[src/rtl/alu_seq_pkg.sv]
// Shared types for the ALU sequencer: FSM states, 4-bit opcode map and the
// write-class record produced by the instruction decoder.
package alu_seq_pkg;

   typedef enum logic [2:0] {
      StIdle,
      StFetch,
      StExec,
      StMem,
      StHalt
   } state_e;

   localparam logic [3:0] OpTake   = 4'd0;
   localparam logic [3:0] OpXor    = 4'd1;
   localparam logic [3:0] OpNand   = 4'd2;
   localparam logic [3:0] OpShl    = 4'd3;
   localparam logic [3:0] OpShr    = 4'd4;
   localparam logic [3:0] OpLsn    = 4'd5;
   localparam logic [3:0] OpEql    = 4'd6;
   localparam logic [3:0] OpAdd    = 4'd7;
   localparam logic [3:0] OpSub    = 4'd8;
   localparam logic [3:0] OpPut    = 4'd9;
   localparam logic [3:0] OpOf0    = 4'd10;
   localparam logic [3:0] OpLoad   = 4'd11;
   localparam logic [3:0] OpLookup = 4'd12;
   localparam logic [3:0] OpStore  = 4'd13;
   localparam logic [3:0] OpHalt   = 4'd14;
   localparam logic [3:0] OpTba    = 4'd15;

   typedef struct packed {
      logic acc;
      logic regw;
      logic mem_rd;
      logic mem_wr;
      logic ov_upd;
      logic ov_clr;
      logic halt;
      logic nop;
      logic branch;
   } wr_class_t;

endpackage

[src/rtl/alu_seq_decode.sv]
// Combinational decode of the latched instruction into its write class.
module alu_seq_decode
   import alu_seq_pkg::*;
(
   input  logic [8:0] ir_i,
   output wr_class_t  cls_o
);

   always_comb begin
      cls_o = '0;
      if (ir_i[8]) begin
         cls_o.branch = 1'b1;
      end else begin
         case (ir_i[7:4])
            OpTake, OpXor, OpNand, OpShl, OpShr, OpLsn, OpEql, OpSub: cls_o.acc = 1'b1;
            OpAdd: begin
               cls_o.acc    = 1'b1;
               cls_o.ov_upd = 1'b1;
            end
            OpPut: cls_o.regw = 1'b1;
            OpOf0: begin
               cls_o.ov_clr = 1'b1;
               cls_o.nop    = 1'b1;
            end
            OpLoad, OpLookup: cls_o.mem_rd = 1'b1;
            OpStore:          cls_o.mem_wr = 1'b1;
            OpHalt:           cls_o.halt   = 1'b1;
            default:          cls_o.nop    = 1'b1;
         endcase
      end
   end

endmodule

[src/rtl/alu_sequencer.sv]
// Instruction sequencer: fetches 9-bit instructions, steers an external ALU,
// register file and data memory, and tracks PC and the overflow flag.
module alu_sequencer
   import alu_seq_pkg::*;
(
   input  logic       clk,
   input  logic       rst_n,
   input  logic       start,
   output logic [7:0] pc,
   output logic       imem_req,
   input  logic       imem_valid,
   input  logic [8:0] instr,
   output logic [3:0] alu_op,
   output logic       alu_type,
   input  logic       alu_ov,
   output logic       ov_flag,
   input  logic       acc_nz,
   output logic [3:0] reg_addr,
   output logic       reg_we,
   output logic       acc_we,
   output logic       acc_src_mem,
   output logic       dmem_req,
   output logic       dmem_we,
   input  logic       dmem_ready,
   output logic       busy,
   output logic       halted
);

   state_e     state_q, state_d;
   logic [7:0] pc_q, pc_d;
   logic [8:0] ir_q, ir_d;
   logic       ov_q, ov_d;
   wr_class_t  cls;
   logic [7:0] pc_inc;

   alu_seq_decode u_decode (
      .ir_i  (ir_q),
      .cls_o (cls)
   );

   assign pc_inc = pc_q + 8'd1;

   always_comb begin
      state_d     = state_q;
      pc_d        = pc_q;
      ir_d        = ir_q;
      ov_d        = ov_q;
      imem_req    = 1'b0;
      acc_we      = 1'b0;
      reg_we      = 1'b0;
      acc_src_mem = 1'b0;
      dmem_req    = 1'b0;
      dmem_we     = 1'b0;
      case (state_q)
         StIdle: begin
            if (start) begin
               state_d = StFetch;
               pc_d    = '0;
               ov_d    = 1'b0;
            end
         end
         StFetch: begin
            imem_req = 1'b1;
            if (imem_valid) begin
               ir_d    = instr;
               state_d = StExec;
            end
         end
         StExec: begin
            acc_we = cls.acc;
            reg_we = cls.regw;
            if (cls.ov_upd) ov_d = alu_ov;
            if (cls.ov_clr) ov_d = 1'b0;
            if (cls.halt) begin
               state_d = StHalt;
            end else if (cls.branch) begin
               state_d = StFetch;
               // 8-bit add of the raw offset is the sign-extended add modulo 256.
               pc_d    = acc_nz ? pc_q + ir_q[7:0] : pc_inc;
            end else if (cls.mem_rd || cls.mem_wr) begin
               state_d = StMem;
            end else if (cls.acc || cls.regw || cls.nop) begin
               state_d = StFetch;
               pc_d    = pc_inc;
            end else begin
               state_d = StIdle;
            end
         end
         StMem: begin
            dmem_req = 1'b1;
            dmem_we  = cls.mem_wr;
            if (dmem_ready) begin
               acc_we      = cls.mem_rd;
               acc_src_mem = cls.mem_rd;
               pc_d        = pc_inc;
               state_d     = StFetch;
            end
         end
         StHalt: state_d = StHalt;
         default: state_d = StIdle;
      endcase
   end

   always_ff @(posedge clk or negedge rst_n) begin
      if (!rst_n) begin
         state_q <= StIdle;
         pc_q    <= '0;
         ir_q    <= '0;
         ov_q    <= 1'b0;
      end else begin
         state_q <= state_d;
         pc_q    <= pc_d;
         ir_q    <= ir_d;
         ov_q    <= ov_d;
      end
   end

   assign pc       = pc_q;
   assign ov_flag  = ov_q;
   assign alu_op   = ir_q[7:4];
   assign alu_type = ir_q[8];
   assign reg_addr = ir_q[3:0];
   assign busy     = (state_q == StFetch) || (state_q == StExec) || (state_q == StMem);
   assign halted   = (state_q == StHalt);

endmodule

[config.mk]
export PLATFORM = sky130hd
export DESIGN_NAME = alu_sequencer
export DESIGN_NICKNAME = d
export VERILOG_FILES = /design/src/rtl/alu_seq_pkg.sv /design/src/rtl/alu_seq_decode.sv /design/src/rtl/alu_sequencer.sv
export SDC_FILE = /design/constraint.sdc
export NUM_CORES = 1
export LEC_CHECK = 0
export BUFFER_PORTS_ARGS = -buffer_cell sky130_fd_sc_hd__buf_2
export CAP_MARGIN = 25
export CORE_ASPECT_RATIO = 1.2
export CORE_UTILIZATION = 37
export DETAILED_ROUTE_END_ITERATION = 7
export PLACE_DENSITY_LB_ADDON = 0.3
export SLEW_MARGIN = 20
export SYNTH_ARGS = -nofsm -noshare
export SYNTH_HDL_FRONTEND = slang
export SYNTH_SLANG_ARGS = --single-unit
[constraint.sdc]
create_clock -name clk -period 2.4 [get_ports clk]
set_input_delay 0.48 -clock clk [delete_from_list [all_inputs] [get_ports clk]]
set_output_delay 0.48 -clock clk [all_outputs]
set_load 0.02 [all_outputs]
Word-level counts from Yosys, hierarchy flattened
Index checks and enable logic that the tools add are counted.
{"block": "op_classes", "n_lt_le_gt_ge": 0, "n_reduce_logical": 16, "n_eq_ne": 25, "bitwise_logic": 0, "add_sub_neg": 2, "n_mux": 37, "div_mod_pow": 0, "multipliers": 0, "shift": 0}
{"op": "$mux W8", "count": 8}
{"op": "$eq A4 B4 Y1 const B", "count": 7}
{"op": "$pmux W8 S3", "count": 1}
{"op": "$mux W1", "count": 19}
{"op": "$eq A4 B3 Y1 const B", "count": 4}
{"op": "$pmux W3 S5", "count": 1}
{"op": "$reduce_or A14 Y1", "count": 1}
{"op": "$mux W3", "count": 4}
{"op": "$ne A3 B3 Y1 const B", "count": 3}
{"op": "$reduce_or A9 Y1", "count": 1}
{"op": "$add A8 B1 Y8 const B", "count": 1}
{"op": "$add A8 B8 Y8", "count": 1}
{"op": "$eq A4 B2 Y1 const B", "count": 2}
{"op": "$ne A2 B2 Y1 const B", "count": 4}
{"op": "$eq A3 B2 Y1 const B", "count": 2}
{"op": "$reduce_and A3 Y1", "count": 2}
{"op": "$reduce_and A6 Y1", "count": 1}
{"op": "$logic_or A1 B1 Y1", "count": 5}
{"op": "$eq A4 B1 Y1 const B", "count": 1}
{"op": "$logic_not A4 Y1", "count": 1}
{"op": "$mux W2", "count": 2}
{"op": "$pmux W1 S2", "count": 2}
{"op": "$eq A3 B1 Y1 const B", "count": 1}
{"op": "$eq A3 B3 Y1 const B", "count": 1}
{"op": "other kinds (5)", "count": 5}
{"block": "word_totals", "mem_bits_ro": 0, "latch_bits": 0, "ramBits": 0, "memories": 0, "in_bits": 16, "output_inout_bits": 26, "reg_bits": 21}

Logic depth before layout (Yosys ltp)
Gate-level depths: netlist (run 1).
{"block": "logic_depth", "ltp_word": 11, "depth_mapped": 8, "depth_no_buf": 8}

Hierarchy
From an unflattened synthesis (run 1), not the netlist that was laid out.
{"block": "unflattened", "hier_cells": 188, "area_unflattened_um2": 1594.0}
{"mod": "alu_sequencer", "area_per_inst_um2": 1483.9, "instances": 1, "cells_each": 170, "seq_area_each_um2": 525.5}
{"mod": "alu_seq_decode", "area_per_inst_um2": 110.1, "instances": 1, "cells_each": 18, "seq_area_each_um2": 0.0}

Least setup slack after synthesis (run 1)
No wires, ideal clock.
{"block": "synth_path", "path_type": "flip-flop to output port", "from": "register ir_q[8]", "to": "output port acc_we", "arrival_time_ns": 1.660, "path_slack_ns": 0.260, "path_stages_with_launch": 6, "required_time_ns": 1.920, "path_cell_list": "dfrtp_1 -> and2b_1 -> nand4_1 -> nor2_1 -> nor2_1 -> o31ai_1"}
{"block": "synth_via", "elab_chain_cells": 3}
{"item": "start: declaration", "line_no": "alu_sequencer.sv:31", "rtl": "logic [8:0] ir_q, ir_d;"}
{"item": "start signal: assignment", "line_no": "alu_sequencer.sv:113", "rtl": "ir_q <= ir_d;"}
{"item": "$mux W8 (*)", "line_no": "alu_seq_decode.sv:11", "rtl": "if (ir_i[8]) begin"}
{"item": "$mux W1", "line_no": "alu_sequencer.sv:92", "rtl": "if (dmem_ready) begin"}
{"item": "$pmux W1 S2 (*)", "line_no": "alu_sequencer.sv:54", "rtl": "case (state_q)"}
{"item": "end: declaration", "line_no": "alu_sequencer.sv:20", "rtl": "output logic acc_we,"}
Every way passes the cells marked *; elsewhere a longest branch is shown, timed or not.

Worst setup path after layout (run 1)
Ends and elaborated chain as after synthesis.

==> results of run 1 <==
path summary, 6_finish.rpt:
kind	startpoint	endpoint	slack, ns	cells after the start
worst min-delay path	rst_n	pc[7]	0.17	1
min in group clk	instr[1]	ir_q[1]	0.41	3
worst min register to register	ov_flag	ov_flag	0.51	1
worst max register to register	pc[5]	pc[7]	0.37	6
max in group asynchronous	rst_n	ir_q[6]	1.89	1
worst max-delay path	ir_q[8]	acc_we	0.15	6
state kept, by name, summed over array words and instances, names as in the netlist:
register,cells
ir_q,9
pc,8
state_q,3
ov_flag,1
synthesized netlist by cell type (all sizes together) (4+ instances only):
library cell,number,area [sq um]
nor2b,5,31.28
and3,6,38.79
nand2b,5,31.28
nand3,6,35.03
buf,6,48.79
nor2,11,41.29
o21ai,12,60.06
o21a,4,30.03
dfrtp,21,525.5
ha,8,100.1
o221ai,4,35.03
inv,9,33.78
mux2,9,101.4
nand2,15,58.81
nor3,4,20.02
a21oi,10,53.80
cells by family after synthesis:
logic type,after synthesis,share of synthesized area
XOR/XNOR,4,0.02214
AO/OA/AOI/OAI,50,0.2182
AND/OR/NAND/NOR,66,0.2356
multiplexers,9,0.06403
flip-flops,21,0.3320
adder cells (fa/ha/maj),9,0.07589
buffers and inverters,15,0.05217
routing by layer:
| metal | GRT usage | up-vias | part of all wire |
|---|---|---|---|
| met4 | 0.07901 | 0 | 0.024 |
| li1 | - | 731 | - |
| met5 | 0 | - | 0 |
| met2 | 0.2963 | 35 | 0.48 |
| met1 | 0.2345 | 698 | 0.45 |
| met3 | 0.03521 | 9 | 0.045 |
report_power, final:
part,switching [mW],internal [mW]
clock network,0.131,0.118
registers,0.223,0.500
logic,0.894,0.633
total,1.25,1.25
metrics by stage:
step	area, sq um	std cells	setup WS [ns]
6_report	1889	271	0.1518
5_1_grt	1889	271	0.009554
4_1_cts	1886	271	0.05498
3_3_place_gp	1837	267	0.3688
2_1_floorplan	1583	174	0.2600
3_5_place_dp	1837	267	0.3646
final cells by class:
| cell class | count | area (sq um) | area share |
|---|---|---|---|
| tap | 54 | 67.56 | 0.03576 |
| timing repair buffer | 45 | 235.2 | 0.1245 |
| multi-input combinational | 138 | 978.4 | 0.5179 |
| sequential | 21 | 525.5 | 0.2781 |
| inverter | 9 | 33.78 | 0.01788 |
| clock buffer | 3 | 41.29 | 0.02185 |
| clock inverter | 1 | 7.507 | 0.003974 |
worst reg2reg max path: cells and delay by family (launching register included):
family / cells / cell delay (ns)
compound gates: 4 / 0.83
flops: 1 / 0.45
simple gates: 1 / 0.29
fa+ha+maj: 1 / 0.37
==> impl_metrics.ini, run 1 <==
[status]
status = complete, no violations

[layout]
fin_util = 0.4719
drive_above_1_share = 0.3088
layout_common_cells = buf_2, dfrtp_1, nand2_1, nor2_1, o21ai_0
layout_commonest_cell = buf_2
antenna_cells = 0
nets = 243
area_delta_synth_final_pct = 19.37
fill_cells = 427

[grt]
grt_antenna_before_repair = 0
grt_pass1_vias = 1319
grt_pass1_wl_microns = 6099
gr-usage-all-layers = 0.1834
grt.overflow.total = 0
grt_max_degree = 22

[cts]
htreeDepth = 1
cts.sinks = 21
cts-hold-fix-buffers = 0
cts_tree = done
clk_pin_slew_worst_paths_ns = 0.09
cts_setup_buffers = 0
cts-resized-gates = 0
clockBufferDepth = 2
cts_root_buf = clkbuf_8
clkLatencyLatePin_ns = 0.27
numCtsBuffers = 3

[setup_path]
cp_cell_sequence = and2b_2, nand4_1, nor2_1, nor2_1, o31ai_1, buf_2
critical-path-top-delay-family = simple AND/OR/NAND/NOR gates
critPathLaunchType = register
endpoint_kind = output port
required_ns = 1.92
cp.arrival_ns = 1.77
critPathKind = register to output port
worst-path-buf-inv = 1
critPathSlowestCell = dfrtp_1
worst_path_most_repeated_cell = nor2_1
worstPathMaxFanout = 8
critPathMaxStageDelay_ns = 0.48

[logic_synthesis]
ys_warn_count = 0
ys_seq_area_frac = 0.3320
async_flop_share = 1.000
synth_cells = 174
synth_edf_count = 0
synth_fp_nets = 199
ys_types = 50
synth_flop_cell = dfrtp_1
syn_area_per_cell_sq_um = 9.096
ys_seq_elements = 21
synth_area_sq_um = 1583

[die]
die_x_microns = 61.71
core-area_sq_um = 4004
ios = 42
die_y_microns = 73.65
start_util = 0.3953
row_count = 25
die_area_sq_um = 4544

[placed_design]
dp_hpwl_microns = 2883
place_congestion = 0.7828
port_buffers = 41

[timing]
relSlewSlack = 0.6642
hold_violations = 0
timing_max_transition_violations_final = 0
rsz0062_at_grt = false
fin_skew_ns = 0.004479
min_period_ns = 2.248
whs_ns = 0.1652
fin_tns_setup_ns = 0
finalCritPeriodShare = 0.9367
fmax_mhz = 444.8
tightest_slew_ns = 0.5037
setup_violations = 0

[detailed_routing]
route.detailed.drc = 0
ant_nets = 0
drt-vias-per-instance = 5.435
drtIter0Drc = 54
vias = 1473
avgRoutedWirePerCell_microns = 14.04
wirelength_microns = 3805
drt-pass1-iter-count = 4

[worst_hold_path]
hold_path.class = input port to asynchronous set/reset pin

[pwr]
p_total_mw = 2.498
p_leak_nw = 0.8868
vdd_drop_max_mv = 0.6877
powerDensity_nw_per_um2 = 1322

[flow_run]
max-cap-violations = 0
Note: power is estimated with default switching activity, not from simulation.
==> run 2, diff against run 1 <==
Settings changed: PLACE_DENSITY_LB_ADDON 0.3 to not set.
==> impl_metrics.ini, run 2 (synthesis gave the netlist of run 1 again) <==
[cts]
clkLatencyLatePin_ns = 0.26
numCtsBuffers = 3
clk_pin_slew_worst_paths_ns = 0.08
cts_root_buf = clkbuf_8
clockBufferDepth = 2
cts-hold-fix-buffers = 0
cts_tree = done
htreeDepth = 1
cts.sinks = 21

[detailed_routing]
drt-pass1-iter-count = 4
avgRoutedWirePerCell_microns = 14.36
vias = 1477
route.detailed.drc = 0
drtIter0Drc = 55
wirelength_microns = 3936
ant_nets = 0
drt-vias-per-instance = 5.391

[setup_path]
endpoint_kind = output port
reg2reg_slack_ns = 0.38
cp-startpoint = ir_q[8]
critPathSlowestCell = dfrtp_2
critPathMaxStageDelay_ns = 0.47
critPathLaunchType = register
crit_end = acc_we
worstPathMaxFanout = 8
critical-path-top-delay-family = simple AND/OR/NAND/NOR gates
cp.depth = 6
critPathKind = register to output port
required_ns = 1.92
cp.arrival_ns = 1.76
cp_cell_sequence = and2b_2, nand4_1, nor2_1, nor2_1, o31ai_1, buf_2
r2r-end = pc[7]
worst_path_most_repeated_cell = nor2_1
reg2regPathDepth = 6
r2r_start = pc[5]
worst-path-buf-inv = 1

[grt]
grt_use_met2 = 0.3250
globalRoute.busiestLayer = met2
grt_antenna_before_repair = 0
grt_max_degree = 22
grt_pass1_vias = 1410
gr-usage-all-layers = 0.1903
grt_pass1_wl_microns = 6430
grt_use_met3 = 0.02641
met1_usage = 0.2392
grt.overflow.total = 0

[timing]
setup_violations = 0
fin_tns_setup_ns = 0
fmax_mhz = 446.8
min_period_ns = 2.238
rsz0062_at_grt = false
hold_violations = 0
timing_max_transition_violations_final = 0
fin_skew_ns = 0.005027
tightest_slew_ns = 0.4969
relSlewSlack = 0.6688
finalCritPeriodShare = 0.9325

[die]
start_util = 0.3953
die_x_microns = 61.71
core-area_sq_um = 4004
die_area_sq_um = 4544
ios = 42
row_count = 25
die_y_microns = 73.65

[pwr]
powerDensity_nw_per_um2 = 1327
p_leak_nw = 0.9027
vdd_drop_max_mv = 0.7165

[layout]
final_area_sq_um = 1917
antenna_cells = 0
area_delta_synth_final_pct = 21.11
layout_common_cells = buf_2, dfrtp_1, nand2_1, nor2_1, o21ai_0
layout_commonest_cell = buf_2
drive_above_1_share = 0.3273
nets = 246
top_register = ir_q
largest_register_ffs = 9

[worst_hold_path]
hold_path.class = input port to asynchronous set/reset pin

[placed_design]
dp_hpwl_microns = 2923
port_buffers = 41
placed_cell_area_sq_um = 1844
place_congestion = 0.7556

[status]
status = complete, no violations

[flow_run]
max-cap-violations = 0
run 2: cell count changes in the layout (fill, tap and decap cells not counted), sizes merged:
| cell | before | now |
|---|---|---|
| buf | 45 | 48 |
| clkbuf | 3 | 4 |
| clkinvlp | 1 | 0 |
run 2: per-stage QoR:
step | setup WS, ns | hold slack, ns | instances | power [mW] | util
2_1_floorplan | 0.2600 | 0.1844 | 174 | 1.846 | -
3_3_place_gp | 0.3204 | 0.4814 | 268 | 2.265 | 0.4606
3_5_place_dp | 0.3046 | 0.4894 | 268 | 2.270 | 0.4606
4_1_cts | 0.002914 | 0.1991 | 272 | 2.518 | 0.4719
5_1_grt | 0.01293 | 0.2204 | 274 | 2.782 | 0.4788
6_report | 0.1621 | 0.1738 | 274 | 2.543 | 0.4788
run 2: routing by layer:
layer | part of all wire | wire length [microns]
met1 | 0.44 | 1741
met2 | 0.51 | 1992
met3 | 0.034 | 133
met4 | 0.017 | 68
met5 | 0 | 0
run 2: worst min-delay path by stage:
stage | endpoint | cells after the start | startpoint | slack [ns]
floorplan | ir_q[0] | 0 | rst_n | 0.18
global placement | pc[7] | 1 | rst_n | 0.48
detailed placement | state_q[0] | 1 | rst_n | 0.49
CTS | state_q[1] | 1 | rst_n | 0.20
global route | state_q[0] | 1 | rst_n | 0.22
finish | ir_q[3] | 1 | rst_n | 0.17
run 2: worst reg2reg max path, cell delays in order (launching register included):
cell	delay [ns]
dfrtp_1	0.45
ha_1	0.37
a21oi_1	0.26
a21oi_1	0.11
nor3_1	0.27
a21oi_1	0.11
o32a_1	0.33
run 2: power by group:
part | switching (mW) | leakage, nW | internal [mW]
registers | 0.215 | 0.263 | 0.506
clock network | 0.118 | 0.0228 | 0.119
logic | 0.920 | 0.617 | 0.665
total | 1.25 | 0.903 | 1.29
run 2: timing repair:
action,CTS,global route
setup buffers,0,2
resized for setup,0,6
hold endpoints to repair,0,0
endpoints found under the setup margin,0,1
run 2: final cells by class:
type | count | area (sq um)
tap | 54 | 67.56
sequential | 21 | 529.3
fill | 414 | 2087
clock buffer | 4 | 45.04
inverter | 9 | 33.78
multi-input combinational | 138 | 983.4
timing repair buffer | 48 | 257.7
==> run 3, diff against run 2 <==
Settings changed: ABC_AREA set to 1.
==> impl_metrics.ini, run 3 <==
[layout]
largest_register_ffs = 9
top_register = ir_q
drive_above_1_share = 0.2517
fin_util = 0.4681
nets = 324
layout_common_cells = nand2_1, buf_2, inv_1, nor2_1, dfrtp_1
layout_commonest_cell = nand2_1
antenna_cells = 0
area_delta_synth_final_pct = 18.53
final_area_sq_um = 2041

[timing]
fin_tns_setup_ns = 0
relSlewSlack = 0.6441
hold_violations = 0
min_period_ns = 2.239
setup_violations = 0
timing_max_transition_violations_final = 0
finalCritPeriodShare = 0.9327
fin_skew_ns = 0.003978
tightest_slew_ns = 0.5325
final.setup.worst_slack_ns = 0.1615
rsz0062_at_grt = false
fmax_mhz = 446.7

[worst_hold_path]
hold_path.class = input port to asynchronous set/reset pin

[die]
row_count = 26
die_area_sq_um = 4931
start_util = 0.3949
ios = 42
die_y_microns = 76.73
die_x_microns = 64.27
core-area_sq_um = 4359

[cts]
cts-hold-fix-buffers = 0
cts_setup_buffers = 0
cts_root_buf = clkbuf_8
cts.sinks = 21
clkLatencyLatePin_ns = 0.26
clk_pin_slew_worst_paths_ns = 0.08
numCtsBuffers = 3
htreeDepth = 1
cts-resized-gates = 0
clockBufferDepth = 2
cts_tree = done

[setup_path]
critPathLaunchType = register
worstPathMaxFanout = 7
cp.arrival_ns = 1.76
endpoint_kind = output port
r2r_start = pc[0]
cp-startpoint = state_q[2]
required_ns = 1.92
critPathKind = register to output port

[detailed_routing]
avgRoutedWirePerCell_microns = 12.07
ant_nets = 0
drt-vias-per-instance = 4.960
drtIter0Drc = 56
vias = 1756
drt-pass1-iter-count = 5
route.detailed.drc = 0
wirelength_microns = 4274

[placed_design]
place_congestion = 0.8520
dp_hpwl_microns = 3464
port_buffers = 41
place_ws_ns = 0.4849
placed_cell_area_sq_um = 1994

[logic_synthesis]
ys_seq_area_frac = 0.3052
synth_flop_cell = dfrtp_1
yosys-top-cells-area = dfrtp_1, nand2_1, inv_1
syn_area_per_cell_sq_um = 6.778
ys_warn_count = 0
synth_cells = 254
async_flop_share = 1.000
yosysMostFrequentCell = nand2_1
synth_fp_nets = 279
yosys.area.top_type_share = 0.3052
ys_seq_elements = 21
synth_area_sq_um = 1722
ys_types = 29
synth_commonest_cells = nand2_1, inv_1, nor2_1
post-synth-top-area-cell = dfrtp_1
synth_edf_count = 0

[grt]
grt_pass1_wl_microns = 7251
grt_pass1_vias = 1590
grt_antenna_before_repair = 0
grt_max_degree = 22
grt.overflow.total = 0
gr-usage-all-layers = 0.1861

[pwr]
powerDensity_nw_per_um2 = 1484
power_frac_seq = 0.245
intPower_mw = 1.364
clkPwrFrac = 0.079
vdd_drop_max_mv = 0.5872
p_leak_nw = 1.082
p_total_mw = 3.028
power.switching_mw = 1.664
combinationalPowerShare = 0.675
switching_share = 0.5495

[flow_run]
max-cap-violations = 0

[status]
status = complete, no violations
==> run 3: cell count changes after synthesis, sizes merged, moves of 12 or more <==
cell | before | now
nand3 | 6 | 21
inv | 9 | 37
a21oi | 10 | 22
nand2 | 15 | 66
nor2 | 11 | 41
==> run 3: layout make-up <==
cell class	instances	area [sq um]
tap	56	70.07
sequential	21	525.5
fill	476	2318
timing repair buffer	43	220.2
inverter	38	147.6
clock inverter	1	5.005
multi-input combinational	192	1031
clock buffer	3	41.29
==> run 3: final timing paths <==
kind	end	slack [ns]	cells past startpoint
worst min register to register	ov_flag	0.50	2
worst max-delay path	acc_we	0.16	7
min in group clk	ir_q[0]	0.44	2
worst max register to register	pc[4]	0.63	10
worst min-delay path	ir_q[2]	0.17	1
max in group asynchronous	pc[3]	1.89	1
==> run 3: cells by family after synthesis <==
kind of cell | synth area share
AND/OR/NAND/NOR | 0.3626
adder cells (fa/ha/maj) | 0.06977
XOR/XNOR | 0.02544
multiplexers | 0.01962
flip-flops | 0.3052
buffers and inverters | 0.09593
AO/OA/AOI/OAI | 0.1214
==> run 3: metrics by stage <==
stage	hold slack [ns]	instances
after floorplan	0.1844	254
after global placement	0.4763	350
after detailed placement	0.4754	350
after CTS	0.1877	354
after global routing	0.1911	354
final	0.1669	354
==> run 3: power groups by stage <==
stage	logic, mW	clock network [mW]	registers [mW]
6_report	2.04	0.239	0.743
5_1_grt	2.30	0.261	0.773
4_1_cts	2.05	0.248	0.746
3_5_place_dp	2.04	0	0.752
3_3_place_gp	2.03	0	0.753
2_1_floorplan	1.39	0	0.868
==> run 3: per-layer routing <==
metal  share of wire  routed length [microns]  up-vias  global-route usage
met4           0.015                       62        0             0.05556
met5               0                        0        -                   0
li1                -                        -      913                   -
met3           0.037                      157        7             0.02530
met2            0.49                     2087       38              0.3200
met1            0.46                     1966      798              0.2381
==> run 3: critical path: stages, from the launching register on <==
cell and delay [ns]:
dfrtp_1 0.44, inv_2 0.10, nand2_2 0.07, nor2_2 0.16
inv_1 0.16, nor3_1 0.25, o21bai_1 0.14, buf_2 0.17
